$ cat config.mk
export PLATFORM = sky130hd
export DESIGN_NAME = alu_share_arbiter_flat
export DESIGN_NICKNAME = d
export VERILOG_FILES = /design/src/rtl/alu_arb_pkg.sv /design/src/rtl/alu_share_arbiter_if.sv /design/src/rtl/addsub_core.sv /design/src/rtl/alu_share_arbiter.sv /design/src/flat_wrapper.sv
export SDC_FILE = /design/constraint.sdc
export NUM_CORES = 1
export LEC_CHECK = 0
export ABC_CLOCK_PERIOD_IN_PS = 3000
export CORE_UTILIZATION = 50
export CTS_BUF_LIST = sky130_fd_sc_hd__clkbuf_2
export DETAILED_ROUTE_END_ITERATION = 10
export PLACE_DENSITY_LB_ADDON = 0.1
export SLEW_MARGIN = 20
export SYNTH_ARGS = -nofsm -noshare
export SYNTH_HDL_FRONTEND = slang
export SYNTH_SLANG_ARGS = --single-unit
$ cat constraint.sdc
create_clock -name clk -period 3 [get_ports clk]
set_clock_uncertainty 0.1 [all_clocks]
set_input_delay 0.6 -clock clk [delete_from_list [all_inputs] [get_ports clk]]
set_output_delay 0.6 -clock clk [all_outputs]
set_load 0.02 [all_outputs]
$ cat src/rtl/alu_arb_pkg.sv
// Shared types and constants for the two-requester add/sub arbiter.
package alu_arb_pkg;

  localparam int unsigned DEFAULT_WIDTH = 4;

  localparam logic OP_ADD = 1'b0;
  localparam logic OP_SUB = 1'b1;

  typedef enum logic [1:0] {
    IDLE = 2'd0,
    EXEC = 2'd1,
    RESP = 2'd2
  } state_e;

endpackage

$ cat src/rtl/alu_share_arbiter_if.sv
// Request/response bundle between two requesters, one consumer and the shared add/sub arbiter.
interface alu_share_arbiter_if #(
  parameter int unsigned WIDTH = alu_arb_pkg::DEFAULT_WIDTH
) ();

  logic             req0_valid;
  logic             req0_ready;
  logic [WIDTH-1:0] req0_a;
  logic [WIDTH-1:0] req0_b;
  logic             req0_sub;

  logic             req1_valid;
  logic             req1_ready;
  logic [WIDTH-1:0] req1_a;
  logic [WIDTH-1:0] req1_b;
  logic             req1_sub;

  logic             rsp_valid;
  logic             rsp_ready;
  logic             rsp_id;
  logic [WIDTH-1:0] rsp_s;
  logic             rsp_cout;

  logic             busy;

  // Requesters and the result consumer.
  modport master (
    output req0_valid, req0_a, req0_b, req0_sub,
    output req1_valid, req1_a, req1_b, req1_sub,
    output rsp_ready,
    input  req0_ready, req1_ready,
    input  rsp_valid, rsp_id, rsp_s, rsp_cout, busy
  );

  // The arbiter itself.
  modport slave (
    input  req0_valid, req0_a, req0_b, req0_sub,
    input  req1_valid, req1_a, req1_b, req1_sub,
    input  rsp_ready,
    output req0_ready, req1_ready,
    output rsp_valid, rsp_id, rsp_s, rsp_cout, busy
  );

endinterface

$ cat src/rtl/addsub_core.sv
// Combinational WIDTH-bit adder/subtractor: S = A + (B ^ {sub}) + sub, with carry out.
module addsub_core
  import alu_arb_pkg::*;
#(
  parameter int unsigned WIDTH = DEFAULT_WIDTH
) (
  input  logic [WIDTH-1:0] a_i,
  input  logic [WIDTH-1:0] b_i,
  input  logic             sub_i,
  output logic [WIDTH-1:0] s_o,
  output logic             cout_o
);

  logic             cin;
  logic [WIDTH-1:0] b_x;
  logic [WIDTH:0]   full;

  always_comb begin
    cin    = (sub_i == OP_SUB);
    b_x    = b_i ^ {WIDTH{cin}};
    full   = {1'b0, a_i} + {1'b0, b_x} + {{WIDTH{1'b0}}, cin};
    s_o    = full[WIDTH-1:0];
    // For subtraction a set carry means no borrow (A >= B).
    cout_o = full[WIDTH];
  end

endmodule

$ cat src/rtl/alu_share_arbiter.sv
// Round-robin arbiter sharing one add/sub core between two requesters (IDLE -> EXEC -> RESP).
// Defining ALU_ARB_STATS_EN adds saturating per-requester grant counters grant_cnt0/grant_cnt1.
module alu_share_arbiter
  import alu_arb_pkg::*;
#(
  parameter int unsigned WIDTH = DEFAULT_WIDTH
) (
  input  logic                 clk,
  input  logic                 reset,
  alu_share_arbiter_if.slave   bus
`ifdef ALU_ARB_STATS_EN
  ,
  output logic [7:0]           grant_cnt0,
  output logic [7:0]           grant_cnt1
`endif
);

  state_e           state_q, state_d;
  logic             last_grant_q;
  logic             grant_id;
  logic             grant_vld;

  logic [WIDTH-1:0] a_q, b_q;
  logic             sub_q;
  logic             id_q;

  logic [WIDTH-1:0] rsp_s_q;
  logic             rsp_cout_q;
  logic             rsp_id_q;

  logic [WIDTH-1:0] core_s;
  logic             core_cout;

  // Grant decision; reset gates it so no ready can be seen while reset is high.
  always_comb begin
    grant_id  = 1'b0;
    grant_vld = 1'b0;
    if (state_q == IDLE && !reset) begin
      case ({bus.req1_valid, bus.req0_valid})
        2'b01: begin
          grant_id  = 1'b0;
          grant_vld = 1'b1;
        end
        2'b10: begin
          grant_id  = 1'b1;
          grant_vld = 1'b1;
        end
        2'b11: begin
          grant_id  = ~last_grant_q;
          grant_vld = 1'b1;
        end
        default: begin
          grant_id  = 1'b0;
          grant_vld = 1'b0;
        end
      endcase
    end
  end

  // A grant is only issued to a valid requester, so a grant is a handshake.
  always_comb begin
    bus.req0_ready = grant_vld && !grant_id;
    bus.req1_ready = grant_vld && grant_id;
  end

  always_comb begin
    state_d = state_q;
    unique case (state_q)
      IDLE:    if (grant_vld) state_d = EXEC;
      EXEC:    state_d = RESP;
      RESP:    if (bus.rsp_ready) state_d = IDLE;
      default: state_d = IDLE;
    endcase
  end

  always_ff @(posedge clk) begin
    if (reset) begin
      state_q      <= IDLE;
      last_grant_q <= 1'b1;
      a_q          <= '0;
      b_q          <= '0;
      sub_q        <= OP_ADD;
      id_q         <= 1'b0;
      rsp_s_q      <= '0;
      rsp_cout_q   <= 1'b0;
      rsp_id_q     <= 1'b0;
    end else begin
      state_q <= state_d;
      if (grant_vld) begin
        a_q          <= grant_id ? bus.req1_a   : bus.req0_a;
        b_q          <= grant_id ? bus.req1_b   : bus.req0_b;
        sub_q        <= grant_id ? bus.req1_sub : bus.req0_sub;
        id_q         <= grant_id;
        last_grant_q <= grant_id;
      end
      if (state_q == EXEC) begin
        rsp_s_q    <= core_s;
        rsp_cout_q <= core_cout;
        rsp_id_q   <= id_q;
      end
    end
  end

  addsub_core #(
    .WIDTH (WIDTH)
  ) u_addsub_core (
    .a_i    (a_q),
    .b_i    (b_q),
    .sub_i  (sub_q),
    .s_o    (core_s),
    .cout_o (core_cout)
  );

  always_comb begin
    bus.rsp_valid = (state_q == RESP);
    bus.rsp_s     = rsp_s_q;
    bus.rsp_cout  = rsp_cout_q;
    bus.rsp_id    = rsp_id_q;
    bus.busy      = (state_q != IDLE);
  end

`ifdef ALU_ARB_STATS_EN
  logic [7:0] grant_cnt0_q, grant_cnt1_q;

  always_ff @(posedge clk) begin
    if (reset) begin
      grant_cnt0_q <= 8'd0;
      grant_cnt1_q <= 8'd0;
    end else if (grant_vld) begin
      if (!grant_id && grant_cnt0_q != 8'hff) grant_cnt0_q <= grant_cnt0_q + 8'd1;
      if (grant_id && grant_cnt1_q != 8'hff)  grant_cnt1_q <= grant_cnt1_q + 8'd1;
    end
  end

  always_comb begin
    grant_cnt0 = grant_cnt0_q;
    grant_cnt1 = grant_cnt1_q;
  end
`endif

endmodule

$ cat src/flat_wrapper.sv
// flat-port wrapper written by rule: the top's interface ports become plain ports
module alu_share_arbiter_flat import alu_arb_pkg::*;
#(
  parameter int unsigned WIDTH = DEFAULT_WIDTH
)
  (clk, reset, bus_req0_valid, bus_req0_a, bus_req0_b, bus_req0_sub, bus_req1_valid, bus_req1_a, bus_req1_b, bus_req1_sub, bus_rsp_ready, bus_req0_ready, bus_req1_ready, bus_rsp_valid, bus_rsp_id, bus_rsp_s, bus_rsp_cout, bus_busy);
  alu_share_arbiter_if #(.WIDTH(WIDTH)) bus_i ();
  input  logic clk;
  input  logic reset;
  input wire logic [$bits(bus_i.req0_valid)-1:0] bus_req0_valid;
  input wire logic [$bits(bus_i.req0_a)-1:0] bus_req0_a;
  input wire logic [$bits(bus_i.req0_b)-1:0] bus_req0_b;
  input wire logic [$bits(bus_i.req0_sub)-1:0] bus_req0_sub;
  input wire logic [$bits(bus_i.req1_valid)-1:0] bus_req1_valid;
  input wire logic [$bits(bus_i.req1_a)-1:0] bus_req1_a;
  input wire logic [$bits(bus_i.req1_b)-1:0] bus_req1_b;
  input wire logic [$bits(bus_i.req1_sub)-1:0] bus_req1_sub;
  input wire logic [$bits(bus_i.rsp_ready)-1:0] bus_rsp_ready;
  output wire logic [$bits(bus_i.req0_ready)-1:0] bus_req0_ready;
  output wire logic [$bits(bus_i.req1_ready)-1:0] bus_req1_ready;
  output wire logic [$bits(bus_i.rsp_valid)-1:0] bus_rsp_valid;
  output wire logic [$bits(bus_i.rsp_id)-1:0] bus_rsp_id;
  output wire logic [$bits(bus_i.rsp_s)-1:0] bus_rsp_s;
  output wire logic [$bits(bus_i.rsp_cout)-1:0] bus_rsp_cout;
  output wire logic [$bits(bus_i.busy)-1:0] bus_busy;
  assign bus_i.req0_valid = bus_req0_valid;
  assign bus_i.req0_a = bus_req0_a;
  assign bus_i.req0_b = bus_req0_b;
  assign bus_i.req0_sub = bus_req0_sub;
  assign bus_i.req1_valid = bus_req1_valid;
  assign bus_i.req1_a = bus_req1_a;
  assign bus_i.req1_b = bus_req1_b;
  assign bus_i.req1_sub = bus_req1_sub;
  assign bus_i.rsp_ready = bus_rsp_ready;
  assign bus_req0_ready = bus_i.req0_ready;
  assign bus_req1_ready = bus_i.req1_ready;
  assign bus_rsp_valid = bus_i.rsp_valid;
  assign bus_rsp_id = bus_i.rsp_id;
  assign bus_rsp_s = bus_i.rsp_s;
  assign bus_rsp_cout = bus_i.rsp_cout;
  assign bus_busy = bus_i.busy;
  alu_share_arbiter #(.WIDTH(WIDTH)) u_core (.clk(clk), .reset(reset), .bus(bus_i));
endmodule
# Word level (Yosys, flattened, before mapping)
# Index checks and enable logic that the tools add are counted.
# W data, S select, Z words.
[totals]
out_inout_bits = 10
word_cells = 39
reg_bits = 19
in_bits = 23
[op_classes]
bitwise = 2
eq_ne = 7
n_addsub = 2
n_mux = 10
n_reduce_logical = 9
[op_table]
columns = ["operator", "count"]
rows = [
  ["$mux W4", 2],
  ["$eq A2 B2 Y1 const B", 3],
  ["$pmux W2 S3", 1],
  ["$add A4 B4 Y5", 1],
  ["$add A5 B1 Y5", 1],
  ["$eq A2 B1 Y1 const B", 2],
  ["$mux W1", 4],
  ["$mux W2", 2],
  ["$xor A4 B4 Y4", 1],
  ["$logic_and A1 B1 Y1", 3],
  ["$reduce_or A3 Y1", 1],
  ["$logic_not A1 Y1", 2],
  ["$logic_not A2 Y1", 1],
  ["$ne A2 B1 Y1 const B", 1],
  ["$ne A2 B2 Y1 const B", 1],
  ["$pmux W1 S2", 1],
  ["$reduce_and A2 Y1", 1],
  ["$reduce_bool A2 Y1", 1],
  ["$not A1 Y1", 1],
]

# Longest topological paths before layout
[depth]
word_depth = 6
depth_mapped = 6
mapped_depth_nobuf = 6

# By module
# A second synthesis with hierarchy kept.
[hier_totals]
hier_cells = 101
area_unflattened_um2 = 980.9
[modules_own_cells]
columns = ["mod", "area_each_um2", "seq_area_each_um2", "cells_per_inst", "instances"]
rows = [
  ["alu_share_arbiter", 794.5, 380.4, 81, 1],
  ["addsub_core", 186.4, 0.0, 20, 1],
]

# Worst setup path after synthesis
# Ideal clock, no wire load.
[synth_path]
kind = "input-to-output"
from = "input bus_req1_valid"
to = "output bus_req1_ready"
slack_ns = 1.164
t_arrival_ns = 1.136
required_ns = 2.300
n_path_buf = 1
path_stages = 3
path_cell_list = "a21boi_1 -> and2_1 -> buf_2"
[synth_between]
elab_chain_cells = 5
elab_cells_between_ends = 9
classes_between = "eq/ne: 3; mux: 4; reduce/logical: 2"
[synth_rtl]
columns = ["element", "line", "source"]
rows = [
  ["start: declaration", "flat_wrapper.sv:14", "input wire logic [$bits(bus_i.req1_valid)-1:0] bus_req1_valid;"],
  ["$eq A2 B1 Y1 or $eq A2 B2 Y1 (tied branches)", "alu_share_arbiter.sv:39", "case ({bus.req1_valid, bus.req0_valid})"],
  ["$reduce_or A3 Y1 (no source line)", "-", ""],
  ["$mux W1", "alu_share_arbiter.sv:39", ""],
  ["$mux W1", "alu_share_arbiter.sv:38", "if (state_q == IDLE && !reset) begin"],
  ["$logic_and A1 B1 Y1 (*)", "alu_share_arbiter.sv:63", "bus.req1_ready = grant_vld && grant_id;"],
  ["end: declaration", "flat_wrapper.sv:20", "output wire logic [$bits(bus_i.req1_ready)-1:0] bus_req1_ready;"],
]
# Every way passes the cells marked *; elsewhere a longest branch is shown, timed or not.

# Worst setup path in the final report
# Same ends and word-level chain as after synthesis.

==> impl_metrics.ini <==
[outcome]
outcome = complete, no violations

[clock_network]
cts_tree = done
cts_buffer_depth = 2
cts-resized-gates = 0
cts_setup_buffers = 0
clk-insertion-delay-late_ns = 0.31
clkTransAtPathRegs_ns = 0.19
ctsHoldBuffers = 0
cts_made_buffers = 3
root_buffer = clkbuf_2
htree_levels = 1
cts_sinks = 19

[power_and_ir_drop]
finalPower_mw = 0.6097
pwr_density_cell_mw_per_mm2 = 455.8
p_leak_nw = 0.6166
vdd_ir_drop_max_mv = 0.3101

[place]
gp_congestion = 0.8193
placed_cell_area_mm2 = 0.001318
portBuffers = 32
dpl.cell_count = 155
pre_cts_slack_ns = 0.1643
dp_hpwl_mm = 1.741

[timing]
period_minus_slack_ns = 2.838
relSlewSlack = 0.5512
fin_ws_ns = 0.1624
fmaxAchievable_mhz = 352.4
tightest_slew_ns = 0.6708
fin_crit_sh = 0.9459
hold_slack_ns = 0.3711
setup_viol = 0
hold_viol_final = 0
slew_violations = 0
setup_tns_ns = 0
grt_setup_unrepaired = no

[floorplanning]
die-area_mm2 = 0.002166
start_util = 0.5507
placementRows = 15
die_w_um = 46.55
io_pins = 33
die_h_um = 46.55
core_area_mm2 = 0.001802

[final_layout]
layout-drive-gt1-share = 0.08955
area_delta_synth_final_pct = 34.80
fin_nets = 162
final_cells = 159
num-fill-cells = 139
n_antenna_cell = 0
final_cell_area_mm2 = 0.001338
final_util = 0.7424

[yosys]
synth_cell_type_count = 39
synth-seq-cells = 19
synth_top_area_frac = 0.3834
synth_xor_area_frac = 0.04414
yosys.area_share.simple = 0.1728
synth_top_family_by_area = compound AO/OA/AOI/OAI gates
synthesis.area_um2 = 992.2
synthAdderAreaFrac = 0.05801
async_reset_ff_frac = 0
muxShareOfSynthArea = 0.01009
synth-edff-count = 0
seq_area_frac_synth = 0.3834
synth_area_leaders = dfxtp_1 (38%), a221o_1 (8.1%), o211a_1 (8.1%)
synth_commonest_cells = dfxtp_1 (19), a221o_1 (8), o211a_1 (8), nand2_1 (6)
synth-compound-area-share = 0.2673
synth_top_area_cell = dfxtp_1
syn_nets = 128
ys.flop_type = dfxtp_1
synth_warnings = 0
yosysMostFrequentCell = dfxtp_1
syn_inst = 101
syn_avg_cell_area_um2 = 9.824

[setup_path]
startpoint_type = input port
path_max_fanout = 3
cp_slowest_cell = clkdlybuf4s50_1
worst_ep_arrival_time_ns = 2.14
crit_chain = clkdlybuf4s50_1 -> a21boi_1 -> and2_1 -> clkdlybuf4s50_1
endpoint_kind = output pin
criticalPathCategory = input port to output pin
critPathTopFamily = buffers and inverters
critPathBufInv = 2
required_ns = 2.30
slowest_delay_ns = 0.61
cpMostUsedCell = clkdlybuf4s50_1

[grt]
grt_pass1_wl_mm = 3.588
grt_overflow = 0
grt_max_degree = 13
antenna_found_initial = 0
grt_pass1_vias = 851
grt.total_usage = 0.2349

[drt]
dr.pass1.iters = 4
drt_iter0_markers = 21
antenna_left = 0
drt-total-wl_mm = 2.260
dr_total_vias = 892
wl_per_cell_um = 14.21
route.detailed.drc = 0
routed_via_density = 5.610

[run]
cap_violations = 0

[worst_hold_path]
hold_path_class = flop to flop
==> report_power, final <==
part	switching (mW)	leakage, nW	internal (mW)	total (mW)
Combinational	0.0933	0.444	0.103	0.197
Sequential	0.0227	0.156	0.279	0.302
Clock	0.0812	0.0164	0.0302	0.111
Total	0.197	0.617	0.412	0.610
==> worst reg2reg max path, cell delays in order (launching register included) <==
cell	delay, ns
dfxtp_1	0.48
xor2_1	0.20
ha_1	0.28
nor4b_1	0.39
or3b_1	0.41
nand3_1	0.09
==> path summary, 6_finish.rpt <==
path	from	to	slack, ns	cells after the start
max	bus_req1_valid	bus_req1_ready	0.16	4
min	u_core.bus.rsp_id$_SDFFE_PP0N_	u_core.bus.rsp_id$_SDFFE_PP0N_	0.37	2
max reg2reg	u_core.sub_q$_SDFFE_PP0P_	u_core.bus.rsp_s[3]$_SDFFE_PP0N_	1.02	5
min reg2reg	u_core.bus.rsp_id$_SDFFE_PP0N_	u_core.bus.rsp_id$_SDFFE_PP0N_	0.37	2
==> area by class of cell <==
cell class,count,area (um^2),share of cell area
multi-input cells,72,548.0,0.4097
flip-flops and latches,19,380.4,0.2844
repair buffers,35,342.8,0.2563
well taps,25,31.28,0.02339
clock buffers,3,15.01,0.01123
inverters,4,15.01,0.01123
clock inverters,1,5.005,0.003742
==> sequential cells by signal, indices dropped and copies added, names as in the netlist <==
name                 count
u_core.sub_q             1
u_core.b_q               4
u_core.last_grant_q      1
u_core.bus.rsp_s         4
u_core.bus.rsp_id        1
u_core.bus.rsp_cout      1
u_core.state_q           2
u_core.a_q               4
u_core.id_q              1
==> metal layers <==
layer / up-vias / wire [um] / track usage
li1: 447 / - / -
met1: 413 / 981 / 0.2813
met2: 28 / 1145 / 0.4000
met3: 4 / 98 / 0.06667
met4: 0 / 35 / 0.07059
met5: - / 0 / 0
==> placed cells by master, fill, tap and decap left out, types with 2 or more instances in the layout <==
master | synthesis | final
inv_1 | 3 | 3
clkbuf_2 | 1 | 3
o211ai_1 | 2 | 2
buf_4 | 0 | 3
o211a_1 | 8 | 8
nand2_1 | 6 | 6
ha_1 | 3 | 3
xor2_1 | 3 | 3
dfxtp_1 | 19 | 19
nor2b_1 | 2 | 2
clkdlybuf4s50_1 | 0 | 32
a211oi_1 | 2 | 2
nand3_1 | 3 | 3
a221o_1 | 8 | 8
xnor2_1 | 2 | 2
o21ai_0 | 2 | 2
a21oi_1 | 5 | 5
nor2_1 | 5 | 5
nand2b_1 | 2 | 2
==> cells by family after synthesis <==
kind of cell    after synthesis
fa+ha+maj                     4
flops                        19
compound gates               32
xor+xnor                      5
buf+inv                      10
simple gates                 30
mux                           1
(Power assumes the default switching activity.)
